[config.mk]
export PLATFORM = sky130hd
export DESIGN_NAME = mem_stage
export DESIGN_NICKNAME = d
export VERILOG_FILES = /design/src/rtl/mem_stage.sv
export SDC_FILE = /design/constraint.sdc
export NUM_CORES = 1
export LEC_CHECK = 0
export CORE_UTILIZATION = 41
export CTS_CLUSTER_DIAMETER = 120
export DETAILED_ROUTE_END_ITERATION = 8
export GPL_ROUTABILITY_DRIVEN = 0
export HOLD_SLACK_MARGIN = 0.05
export PLACE_DENSITY_LB_ADDON = 0.25
export SLEW_MARGIN = 20
export SYNTH_ARGS = -nofsm -noshare
export SYNTH_HDL_FRONTEND = slang
export SYNTH_SLANG_ARGS = --single-unit
[constraint.sdc]
create_clock -name clk -period 2.2 [get_ports clk]
set_input_delay 0.55 -clock clk [delete_from_list [all_inputs] [get_ports clk]]
set_output_delay 0.55 -clock clk [all_outputs]
set_load 0.01 [all_outputs]
[src/rtl/mem_stage.sv]
// mem_stage: memory pipeline stage between execute and writeback.
// Registers the execute payload, aligns and extends SRAM load data and
// drives the writeback bus. SRAM read data is parked in a private buffer
// while writeback stalls, because the SRAM presents it for one cycle only.
// Ports:
//   clk, reset        clock and synchronous active-low reset
//   EXreg_valid/bus   instruction offered by the execute stage
//   MEM_allow_in      this stage accepts EXreg_bus this cycle
//   WB_allow_in       writeback accepts MEMreg_bus this cycle
//   data_sram_rdata   SRAM read data, one cycle after the request
//   MEMreg_valid/bus  instruction presented to writeback
//   MEM_fwd_*         destination info of the held instruction for ID bypass
module mem_stage #(
   parameter int EX_BUS_W  = 78,
   parameter int MEM_BUS_W = 70
) (
   input  logic                 clk,
   input  logic                 reset,
   input  logic                 EXreg_valid,
   input  logic [EX_BUS_W-1:0]  EXreg_bus,
   output logic                 MEM_allow_in,
   input  logic                 WB_allow_in,
   input  logic [31:0]          data_sram_rdata,
   output logic                 MEMreg_valid,
   output logic [MEM_BUS_W-1:0] MEMreg_bus,
   output logic                 MEM_fwd_we,
   output logic [4:0]           MEM_fwd_waddr,
   output logic [31:0]          MEM_fwd_wdata
);
   logic        mem_valid, first_cycle, buf_valid;
   logic [31:0] buf_data;
   logic [2:0]  ld_op;
   logic [31:0] alu_result, pc;
   logic        rf_we, res_from_mem;
   logic [4:0]  rf_waddr;
   logic        accept, capture;
   logic [31:0] raw, load_result, rf_wdata;
   logic [7:0]  byte_val;
   logic [15:0] half_val;
   logic        unused_mem_we;

   // This stage never stalls on its own, so ready_go is constant 1.
   assign MEM_allow_in  = !mem_valid | WB_allow_in;
   assign accept        = EXreg_valid & MEM_allow_in;
   // Only the first cycle carries live SRAM data; park it if writeback stalls.
   assign capture       = mem_valid & first_cycle & res_from_mem & !WB_allow_in;
   // Store byte enables are consumed by the SRAM port upstream, not here.
   assign unused_mem_we = ^EXreg_bus[42:39];

   always_ff @(posedge clk) begin
      if (!reset) begin
         mem_valid    <= 1'b0;
         first_cycle  <= 1'b0;
         buf_valid    <= 1'b0;
         buf_data     <= '0;
         ld_op        <= '0;
         alu_result   <= '0;
         rf_we        <= 1'b0;
         res_from_mem <= 1'b0;
         rf_waddr     <= '0;
         pc           <= '0;
      end else begin
         if (MEM_allow_in) mem_valid <= EXreg_valid;
         first_cycle <= accept;
         if (accept) {ld_op, alu_result, rf_we, res_from_mem, rf_waddr, pc} <= {EXreg_bus[77:43], EXreg_bus[38:0]};
         if (MEM_allow_in) buf_valid <= 1'b0;
         else if (capture) buf_valid <= 1'b1;
         if (capture) buf_data <= data_sram_rdata;
      end
   end

   always_comb begin
      raw         = buf_valid ? buf_data : data_sram_rdata;
      byte_val    = raw[{alu_result[1:0], 3'b000} +: 8];
      half_val    = alu_result[1] ? raw[31:16] : raw[15:0];
      load_result = ld_op == 3'b001 ? {{24{byte_val[7]}}, byte_val} :
                    ld_op == 3'b101 ? {24'd0, byte_val} :
                    ld_op == 3'b010 ? {{16{half_val[15]}}, half_val} :
                    ld_op == 3'b110 ? {16'd0, half_val} : raw;
      rf_wdata    = res_from_mem ? load_result : alu_result;
   end

   assign MEMreg_valid  = mem_valid;
   assign MEMreg_bus    = {rf_we, rf_waddr, rf_wdata, pc};
   assign MEM_fwd_we    = mem_valid & rf_we;
   assign MEM_fwd_waddr = rf_waddr;
   assign MEM_fwd_wdata = rf_wdata;
endmodule

Word-level counts from Yosys, hierarchy flattened
Index checks and enable logic that the tools add are counted.
Operators by class
  equal/unequal tests: 4
  shifts and indexed selects: 1
  bitwise gates (word level): 7
  muxes and demuxes: 7
  reductions and logical operators: 3
Operator list (count)
  32-bit two-way mux: 6
  32-bit by 6-bit indexed part select with 8-bit output: 1
  16-bit two-way mux: 1
  3-bit equality test (second input constant): 2
  1-bit AND: 5
  3-bit by 1-bit equality test with 1-bit output (second input constant): 1
  3-bit by 2-bit equality test with 1-bit output (second input constant): 1
  1-bit logical NOT: 2
  2-bit OR reduction: 1
  1-bit inverter: 1
  1-bit OR: 1
Storage, ports and cells
  input port bits: 114
  flip-flop bits (word level): 109
  output and inout port bits: 110

Depth between registers and ports, before layout
Gate-level depths: netlist of the first run.
  word-level depth: 7
  gate-level depth with buffers: 8
  mapped depth without buffers: 5

Worst setup path before layout of the first run
Ideal clock, no wire load.
  path kind: input port to output port
  from: in data_sram_rdata[31]
  to: out MEMreg_bus[46]
  required time: 1.650 ns
  path buffers: 2
  arrival: 1.832 ns
  stages on the path: 6
  slack: -0.182 ns
  cell sequence: mux4_2 -> mux2i_4 -> or3_1 -> buf_4 -> o221ai_1 -> buf_4
Between the ends
  longest elaborated chain between the ends: 4
RTL lines
  from (decl): RTL line 23  | input logic [31:0] data_sram_rdata,
  32-bit two-way mux: RTL line 73  | raw = buf_valid ? buf_data : data_sram_rdata;
  32-bit by 6-bit indexed part select with 8-bit output: RTL line 74  | byte_val = raw[{alu_result[1:0], 3'b000} +: 8];
  32-bit two-way mux: RTL line 76  | load_result = ld_op == 3'b001 ? {{24{byte_val[7]}}, byte_val} :
  32-bit two-way mux: RTL line 80  | rf_wdata = res_from_mem ? load_result : alu_result;
  to (decl): RTL line 25  | output logic [MEM_BUS_W-1:0] MEMreg_bus,
Every way passes these cells.

Final worst setup path of the first run
  from: reg alu_result[1]
  to: out MEM_fwd_wdata[21]
Between the ends
  longest elaborated chain between the ends: 5
  elaborated cells between the ends (all ways): 6
  those cells by class: 1 x shift; 5 x mux
RTL lines
  from (decl): RTL line 33  | logic [31:0] alu_result, pc;
  from (signal assigned): RTL line 65  | if (accept) {ld_op, alu_result, rf_we, res_from_mem, rf_waddr, pc} <= {EXreg_bus[77:43], EXreg_bus[38:0]};
  parallel branches: the longest is 3 deep, another holds 32-bit by 6-bit indexed part select with 8-bit output
  32-bit two-way mux (*): RTL line 76
  32-bit two-way mux (*): RTL line 80
  to (decl): RTL line 28  | output logic [31:0] MEM_fwd_wdata
Mark *: on every way between the ends.

==> results of run 1 <==
## cells by family (layout without fill, tap and decap cells)
group | after synthesis | in the layout | share of synthesized area
compound gates | 148 | 149 | 0.199
buf+inv | 116 | 390 | 0.106
flops | 109 | 109 | 0.367
mux | 58 | 58 | 0.156
simple gates | 259 | 259 | 0.173
## worst paths after layout
| check | to | slack (ns) | depth (start not counted) |
|---|---|---|---|
| hold / removal | alu_result[16] | 0.47 | 2 |
| setup reg to reg | pc[28] | 0.70 | 7 |
| hold reg to reg | alu_result[16] | 0.47 | 2 |
| setup / recovery | MEM_fwd_wdata[21] | -0.63 | 8 |
## power by group through the flow
stage               Clock [mW]  Combinational [mW]  Sequential, mW
detailed placement           0                1.24            2.15
floorplan                    0               0.578            2.16
global route              1.99                1.33            2.12
finish                    1.89                1.25            2.11
CTS                       1.93                1.21            2.11
global placement             0                1.22            2.15
## metal layers
layer,part of all wire,global-route usage
met1,0.41,0.304
met2,0.50,0.458
met5,0,0
met4,0.027,0.0938
met3,0.064,0.0711
## placed cells by master, fill, tap and decap left out, drive strengths merged, types with 2 or more instances in the layout
cell	instances
nand2	218
buf	195
clkdlybuf4s50	144
dfxtp	109
a21boi	106
inv	25
mux4	24
o221ai	22
mux2i	21
nor2	20
mux2	13
clkbuf	10
dlygate4sd2	10
a21oi	7
o22ai	7
nand3	6
nand2b	4
bufinv	3
nor2b	2
o31a	2
o21ai	2
o21a	2
and3	2
and2	2
## synth_stat cells (4+ instances only)
library cell	number
nand2_1	218
o22ai_1	7
clkbuf_1	36
nand3_1	6
nand2b_1	4
buf_4	41
buf_1	5
a21boi_0	102
a21oi_1	7
buf_2	8
o221ai_1	12
mux2_2	13
inv_1	23
dfxtp_1	109
nor2_1	20
o221ai_2	10
mux2i_1	20
mux4_2	19
a21boi_1	4
mux4_1	5
## layout make-up
class | count | area share
clock buffers | 9 | 0.0237
clock inverters | 7 | 0.0126
inverters | 23 | 0.00907
multi-input cells | 466 | 0.361
flip-flops and latches | 109 | 0.230
well taps | 180 | 0.0237
repair buffers | 351 | 0.340
## registers in the layout (all words and copies together), names as in the netlist
register and cells:
res_from_mem 1, buf_data 32, ld_op 3, rf_we 1
alu_result 32, first_cycle 1, MEM_fwd_waddr 5, pc 32
MEMreg_valid 1, buf_valid 1
## repair_timing
item	CTS	global route
pin swaps	11	11
gates resized for setup	313	24
gates cloned	2	1
buffers inserted	24	3
hold endpoints to repair	0	0
endpoints found under the setup margin	65	64
## critical path: cells and delay by family, from the launching register on
kind                   cells  cell delay, ns
AO/OA/AOI/OAI              2            0.30
buffers and inverters      4            0.45
flip-flops                 1            0.39
multiplexers               2            0.78
## metrics by stage
stage          setup TNS (ns)  hold slack [ns]   util  power (mW)
2_1_floorplan           -3.74            0.439      -        2.74
3_3_place_gp           -59.52            0.445  0.635        3.37
3_5_place_dp           -60.50            0.453  0.635        3.39
4_1_cts                -36.85            0.463  0.666        5.25
5_1_grt                -40.95            0.486  0.678        5.45
6_report               -36.24            0.466  0.678        5.25
==> impl_metrics.csv, run 1 <==
group,metric,value,unit
clocking,cts_hold_buf,0,
critical_path,cp.required,1.65,ns
die,start_util,0.424,
synthesis,synth_top_area_share,0.367,
die,die_area,15000,um2
power,netSwitchingPower,1.37,mW
clocking,tritoncts,"yes",
job,cap_violations,0,
route,wl,19.9,mm
placement,place_ws,-1.08,ns
die,boundaryPins,224,
final_layout,stdcell_area,9520,um2
critical_path,crit_slowest_cell,"mux4_2",
final_layout,drive_gt1_frac,0.307,
route,routedWlPerCell,17.4,um
critical_path,cp_max_fo,5,
route,viasPerCell,5.16,
synthesis,synthFlopType,"dfxtp_1",
critical_path,cpPeakStageDelay,0.52,ns
die,die_h,122,um
synthesis,ys_ff_latch,109,
global_route,grt_max_degree,63,
critical_path,crit_type,"reg2out",
die,fp-row-count,43,
min_path,hold_class,"reg2reg",
critical_path,critPathLaunch,"alu_result[1]",
timing,setup_violations,64,
synthesis,synth_top_cells_by_area,"dfxtp_1 (37%), nand2_1 (14%), a21boi_0 (13%)",
synthesis,synthesis.area,5950,um2
clocking,clock_latency,0.35,ns
clocking,cts_sinks,109,
timing,max_slew_margin,0.773,
final_layout,stdcell_count,1145,
timing,rsz0062_at_grt,"true",
route,drc,0,
clocking,clk_pin_slew,0.07,ns
global_route,grt_pass1_wl,29.9,mm
status,violations,"setup timing",
die,core,14000,um2
global_route,antenna_found_initial,0,
final_layout,n_fill_cell,1112,
timing,final.setup_skew,0.00475,ns
power,p_per_area,552,nW/um2
final_layout,fin_nets,1074,
timing,finalCriticalPeriod,2.83,ns
die,die_w,122,um
final_layout,n_antenna_cell,0,
placement,dp_hpwl,14.0,mm
power,ir_drop,0.559,mV
clocking,cts-root-buf,"clkbuf_16",
placement,dp_cells,1101,
route,drt-initial-drc-count,275,
power,pwr-share-comb,0.238,
final_layout,layout.area.seq,2190,um2
route,vias,5906,
synthesis,yosys_warnings,0,
critical_path,timing.rr.start,"MEMreg_valid",
timing,hold_viol_final,0,
power,p_leak,3.83,nW
global_route,grt_overflow,0,
global_route,grt_pass1_vias,5887,
critical_path,crit_path_end_kind,"output pin",
synthesis,synth.distinct_cells,35,
power,p_clk_frac,0.360,
critical_path,cp.arrival,2.28,ns
timing,final_max_slew_viol_count,0,
global_route,grt_usage,0.261,
critical_path,path_cells,"buf_6, mux4_2, mux2i_4, o31a_4, buf_6, buf_6, o221ai_2, buf_2",
synthesis,avgSynthCellArea,8.62,um2
route,antenna_left,0,
synthesis,synthCells,690,
final_layout,multi_input_area,3440,um2
status,outcome,"finished, violations left",
power,swShare,0.261,
synthesis,synth-seq-area-share,0.367,
route,drtPass1Iterations,5,
synthesis,mappedNetlistNets,804,
clocking,cts_buffer_depth,2,
synthesis,async_flop_share,0,
critical_path,crit_path_frequent_cell,"buf_6",
clocking,h-tree-depth,3,
power,seqPwrFrac,0.401,
timing,setup_slack,-0.626,ns
min_path,holdCritStartpoint,"alu_result[16]",
placement,io_buffer_count,219,
clocking,cts_buffers,9,
placement,dpl-instance-area,8910,um2
timing,max_clock_freq,354,MHz
final_layout,area_delta_synth_final,60.0,%
synthesis,synth_edf_count,0,
power,p_int,3.88,mW
timing,fin_crit_sh,1.28,
synthesis,yosys.area.top_type,"dfxtp_1",
critical_path,cp-start-kind,"register",
timing,worst_pin_slew,0.331,ns
Power figures use the tool's default switching activity.
==> run 2, diff against run 1 <==
- GPL_ROUTABILITY_DRIVEN: 0 -> not set
- SETUP_SLACK_MARGIN: not set -> 0.15
==> run 2 against run 1 <==
Net effect: non-clock buffer count fell by 4; utilization fell by 0.67 points; register-to-register slack got worse by 0.16 ns; global-route usage barely moved; die area did not move; clock power fell by 11%; largest power group unchanged; the flow still finishes with violations (setup timing); fmax fell by 2.0%; cell count fell by 0.35%; clock skew rose by 0.0022 ns.
==> impl_metrics.csv, run 2 (same netlist as run 1, synthesis figures left out) <==
group,metric,value,unit
status,outcome,"finished, violations left",
status,violations,"setup timing",
final_layout,layout.area.seq,2190,um2
route,viasPerCell,5.16,
final_layout,drive_gt1_frac,0.306,
clocking,cts_buffer_depth,2,
route,vias,5888,
global_route,grt_usage,0.261,
timing,hold_viol_final,0,
die,die_w,122,um
critical_path,cpPeakStageDelay,0.51,ns
critical_path,crit_type,"in2out",
min_path,holdCritStartpoint,"pc[7]",
timing,rsz0062_at_grt,"true",
final_layout,top_regs,"alu_result x32, buf_data x32, pc x32",
die,core,14000,um2
route,routedWlPerCell,17.0,um
timing,max_slew_margin,0.624,
placement,dp_hpwl,13.9,mm
route,drt-initial-drc-count,237,
global_route,grt_overflow,0,
critical_path,critPathLaunch,"data_sram_rdata[31]",
power,p_leak,3.75,nW
timing,fin_crit_sh,1.31,
critical_path,cp_max_fo,6,
die,die_h,122,um
clocking,tritoncts,"yes",
final_layout,n_fill_cell,1149,
clocking,cts_buffers,9,
power,power,5.05,mW
timing,worst_pin_slew,0.564,ns
timing,max_clock_freq,347,MHz
final_layout,fin_nets,1070,
timing,setup_violations,64,
placement,dp_cells,1101,
final_layout,final_cell_mix,"nand2_1 (216), clkdlybuf4s50_1 (146), dfxtp_1 (106), buf_4 (103), a21boi_0 (102)",
min_path,hold_class,"reg2reg",
die,fp-row-count,43,
route,drc,0,
clocking,clk_pin_slew,0.07,ns
die,die_area,15000,um2
job,cap_violations,0,
clocking,clock_latency,0.35,ns
timing,finalCriticalPeriod,2.88,ns
final_layout,multi_input_area,3460,um2
global_route,grt_pass1_vias,5963,
route,wl,19.4,mm
timing,final_max_slew_viol_count,0,
critical_path,cp.arrival,2.33,ns
clocking,cts_hold_buf,0,
die,start_util,0.424,
critical_path,timing.rr.start,"res_from_mem",
critical_path,path_cells,"dlygate4sd2_1, mux4_2, mux2i_4, o31a_4, buf_6, buf_12, o221ai_4, buf_2",
timing,final.setup_skew,0.00691,ns
placement,gp_congestion,0.885,
power,ir_drop,0.615,mV
critical_path,crit_path_end_kind,"output pin",
route,drtPass1Iterations,4,
placement,io_buffer_count,219,
global_route,antenna_found_initial,0,
placement,place_ws,-1.17,ns
clocking,cts-root-buf,"clkbuf_16",
global_route,grt_pass1_wl,29.9,mm
critical_path,cp-start-kind,"input port",
clocking,cts_sinks,109,
final_layout,stdcell_count,1141,
clocking,h-tree-depth,3,
final_layout,fin_util,0.671,
final_layout,final_common_cell,"nand2_1",
critical_path,crit_slowest_cell,"mux4_2",
route,antenna_left,0,
global_route,grt_max_degree,60,
final_layout,n_antenna_cell,0,
die,boundaryPins,224,
critical_path,cp.required,1.65,ns
timing,setup_slack,-0.685,ns
final_layout,area_delta_synth_final,58.4,%
power,p_per_area,536,nW/um2
timing,finalSetupTns,-37.83,ns
==> run 2: cell types whose count changed in the layout (fill, tap and decap cells not counted), moves of 2 or more <==
cell and delta:
clkdlybuf4s50_1 +2, o221ai_1 -6, bufinv_16 -2, clkbuf_2 +11, buf_2 -13, o221ai_2 +3
buf_4 +4, nor2_1 +4, nor2_2 -4, dlygate4sd2_1 -3, buf_8 -3, o221ai_4 +3
==> run 2: report_power, final <==
| part | internal (mW) | switching (mW) | leakage [nW] |
|---|---|---|---|
| clock network | 0.923 | 0.766 | 0.149 |
| logic | 0.708 | 0.545 | 2.71 |
| registers | 2.05 | 0.0526 | 0.893 |
==> run 2: stage by stage <==
stage               hold slack (ns)  area [um2]
floorplan                     0.439        6190
global placement              0.448        8960
detailed placement            0.457        8960
CTS                           0.468        9220
global route                  0.490        9430
finish                        0.466        9430
==> run 2: timing repair <==
action,in CTS,in global routing
setup endpoints to repair,65,64
resized for setup,233,79
pin swaps,3,1
cloned,2,0
buffers inserted,13,9
==> run 2: final timing paths <==
path	slack [ns]	cells past startpoint	end
worst min-delay path	0.47	2	pc[7]
worst max-delay path	-0.68	8	MEMreg_bus[60]
worst max register to register	0.54	5	buf_data[16]
worst min register to register	0.47	2	pc[7]
==> run 2: final cells by class <==
class / instances / share of cell area
tap: 180 / 0.0239
clock buffer: 10 / 0.0254
multi-input combinational: 466 / 0.367
clock inverter: 6 / 0.00730
timing repair buffer: 347 / 0.335
sequential: 109 / 0.232
inverter: 23 / 0.00916
==> run 2: worst max-delay path, delay by kind of cell <==
kind | cells | cell delay (ns)
AOI/OAI and AO/OA | 2 | 0.33
muxes | 2 | 0.79
buffers and inverters | 4 | 0.65
==> run 2: routing by layer <==
metal / global-route usage / up-vias / routed length (um)
li1: - / 2833 / -
met1: 0.295 / 2798 / 7600
met2: 0.460 / 220 / 9890
met3: 0.0730 / 37 / 1280
met4: 0.109 / 0 / 664
met5: 0 / - / 0
==> run 3, diff against run 2 <==
- CAP_MARGIN: not set -> 5
- PLACE_DENSITY: not set -> 0.78
- PLACE_DENSITY_LB_ADDON: 0.25 -> not set
==> run 3 against run 2 <==
Net effect: the flow still finishes with violations (setup timing); die area is the same; global-route usage is 0.34 points higher; count of clock-buffer cells in the layout is the same; critical path depth fell by 1; via count fell by 0.24%; sequential power about the same; clock skew increased by 0.0032 ns; cell count is 0.70% higher; largest cell class unchanged; highest routed layer unchanged.
==> impl_metrics.csv, run 3 (same netlist as run 1, synthesis figures left out) <==
group,metric,value,unit
timing,rsz0062_at_grt,"true",
power,p_per_area,539,nW/um2
placement,place_ws,-1.11,ns
die,start_util,0.424,
clocking,h-tree-depth,3,
power,p_int,3.79,mW
power,seqPwrFrac,0.409,
die,fp-row-count,43,
final_layout,top_regs,"alu_result x32, buf_data x32, pc x32",
critical_path,reg2reg_to,"pc[27]",
critical_path,crit_slowest_cell,"mux4_2",
global_route,use_met1,0.304,
clocking,clk_pin_slew,0.07,ns
min_path,whs_path_depth,2,
route,drc,0,
final_layout,final_cell_mix,"nand2_1 (216), clkdlybuf4s50_1 (128), buf_4 (107), dfxtp_1 (106), a21boi_0 (102)",
die,die_w,122,um
critical_path,path_cells,"buf_6, mux4_2, mux2i_4, o31a_4, buf_6, o221ai_4, buf_6",
critical_path,cp_top_family,"multiplexers",
critical_path,cp-start-kind,"register",
route,antenna_left,0,
critical_path,path_buf_inv,3,
route,vias,5874,
global_route,grt_usage,0.265,
timing,setup_violations,64,
power,swShare,0.263,
power,netSwitchingPower,1.35,mW
power,p_leak,3.87,nW
global_route,antenna_found_initial,0,
clocking,cts_sinks,109,
placement,dp_hpwl,13.7,mm
placement,dp_cells,1112,
global_route,use_met3,0.0892,
power,ir_drop,0.661,mV
timing,finalCriticalPeriod,2.80,ns
timing,fin_crit_sh,1.27,
critical_path,r2r_cells,7,
clocking,cts_buffers,9,
clocking,cts_hold_buf,0,
final_layout,fin_util,0.679,
timing,final.setup_skew,0.0101,ns
clocking,clock_latency,0.36,ns
global_route,grt_pass1_wl,30.2,mm
global_route,grt_overflow,0,
route,routedWlPerCell,16.8,um
placement,gp_congestion,0.876,
critical_path,crit_path_end_kind,"output pin",
die,die_h,122,um
power,pwr-share-comb,0.244,
critical_path,ff2ff_setup_slack,0.71,ns
timing,max_slew_margin,0.626,
timing,worst_pin_slew,0.561,ns
final_layout,final_common_cell,"nand2_1",
placement,io_buffer_count,219,
min_path,hold_end,"pc[19]",
placement,dpl-instance-area,9050,um2
critical_path,cp.arrival,2.25,ns
critical_path,critPathLaunch,"alu_result[1]",
global_route,grt_pass1_vias,5769,
route,drt-initial-drc-count,332,
status,violations,"setup timing",
timing,hold_viol_final,0,
global_route,top_usage_layer,"met2",
critical_path,timing.rr.start,"MEMreg_valid",
final_layout,stdcell_area,9530,um2
route,drtPass1Iterations,6,
timing,final_max_slew_viol_count,0,
final_layout,drive_gt1_frac,0.315,
status,outcome,"finished, violations left",
job,cap_violations,0,
clocking,cts_buffer_depth,2,
min_path,holdCritStartpoint,"pc[19]",
global_route,grt_max_degree,60,
clocking,cts-root-buf,"clkbuf_16",
critical_path,cp.required,1.65,ns
critical_path,crit_type,"reg2out",
route,viasPerCell,5.11,
final_layout,fin_nets,1078,
critical_path,crit_path_frequent_cell,"buf_6",
final_layout,area_delta_synth_final,60.2,%
power,p_clk_frac,0.348,
final_layout,n_antenna_cell,0,
clocking,tritoncts,"yes",
critical_path,cpPeakStageDelay,0.53,ns
final_layout,stdcell_count,1149,
min_path,hold_class,"reg2reg",
route,wl,19.3,mm
timing,max_clock_freq,357,MHz
die,core,14000,um2
timing,setup_slack,-0.600,ns
global_route,use_met2,0.454,
die,die_area,15000,um2
critical_path,cp_max_fo,5,
die,boundaryPins,224,
run 3: cell types whose count changed in the layout (fill, tap and decap cells not counted), moves of 3 or more:
cell | before | now
nor2_2 | 6 | 10
buf_2 | 36 | 48
clkbuf_2 | 11 | 0
dlygate4sd2_1 | 7 | 26
nor2_1 | 14 | 10
buf_4 | 103 | 107
clkdlybuf4s50_1 | 146 | 128
buf_12 | 13 | 16
run 3: layer usage:
layer / vias to the layer above / share of wire / wire length, um
met3: 30 / 0.087 / 1670
li1: 2850 / - / -
met2: 230 / 0.50 / 9680
met4: 0 / 0.027 / 513
met5: - / 0 / 0
met1: 2764 / 0.39 / 7430
run 3: through the flow:
stage	TNS [ns]	hold slack [ns]	power, mW
finish	-34.74	0.462	5.14
global route	-40.44	0.481	5.36
CTS	-34.06	0.466	5.15
detailed placement	-64.10	0.456	3.41
global placement	-61.67	0.449	3.39
floorplan	-3.79	0.439	2.75
run 3: layout make-up:
type / count / area (um2)
Clock buffer: 10 / 239
Clock inverter: 6 / 83.8
Fill cell: 1130 / 4510
Inverter: 23 / 86.3
Multi-Input combinational cell: 465 / 3450
Sequential cell: 109 / 2190
Tap cell: 180 / 225
Timing Repair Buffer: 356 / 3250
run 3: worst min-delay path, cell delays in order, from the launching register on:
cell      delay, ns
dfxtp_1        0.31
nand2_1        0.04
a21boi_0       0.06
run 3: worst max path at each step:
stage / endpoint / depth (start not counted)
5_1_grt: MEM_fwd_wdata[13] / 7
3_3_place_gp: MEM_fwd_wdata[16] / 7
6_report: MEMreg_bus[48] / 7
2_1_floorplan: MEMreg_bus[62] / 6
4_1_cts: MEM_fwd_wdata[27] / 7
3_5_place_dp: MEMreg_bus[48] / 7
run 3: what timing repair did:
item,in CTS,in global routing
gates resized for setup,327,16
pin swaps,10,4
buffers inserted,20,0
cloned,1,0
endpoints found under the setup margin,65,65
run 3: power groups by stage:
stage	Sequential, mW	Clock [mW]	Combinational [mW]
2_1_floorplan	2.16	0	0.592
3_3_place_gp	2.15	0	1.25
3_5_place_dp	2.15	0	1.26
4_1_cts	2.10	1.82	1.23
5_1_grt	2.11	1.90	1.34
6_report	2.10	1.79	1.25
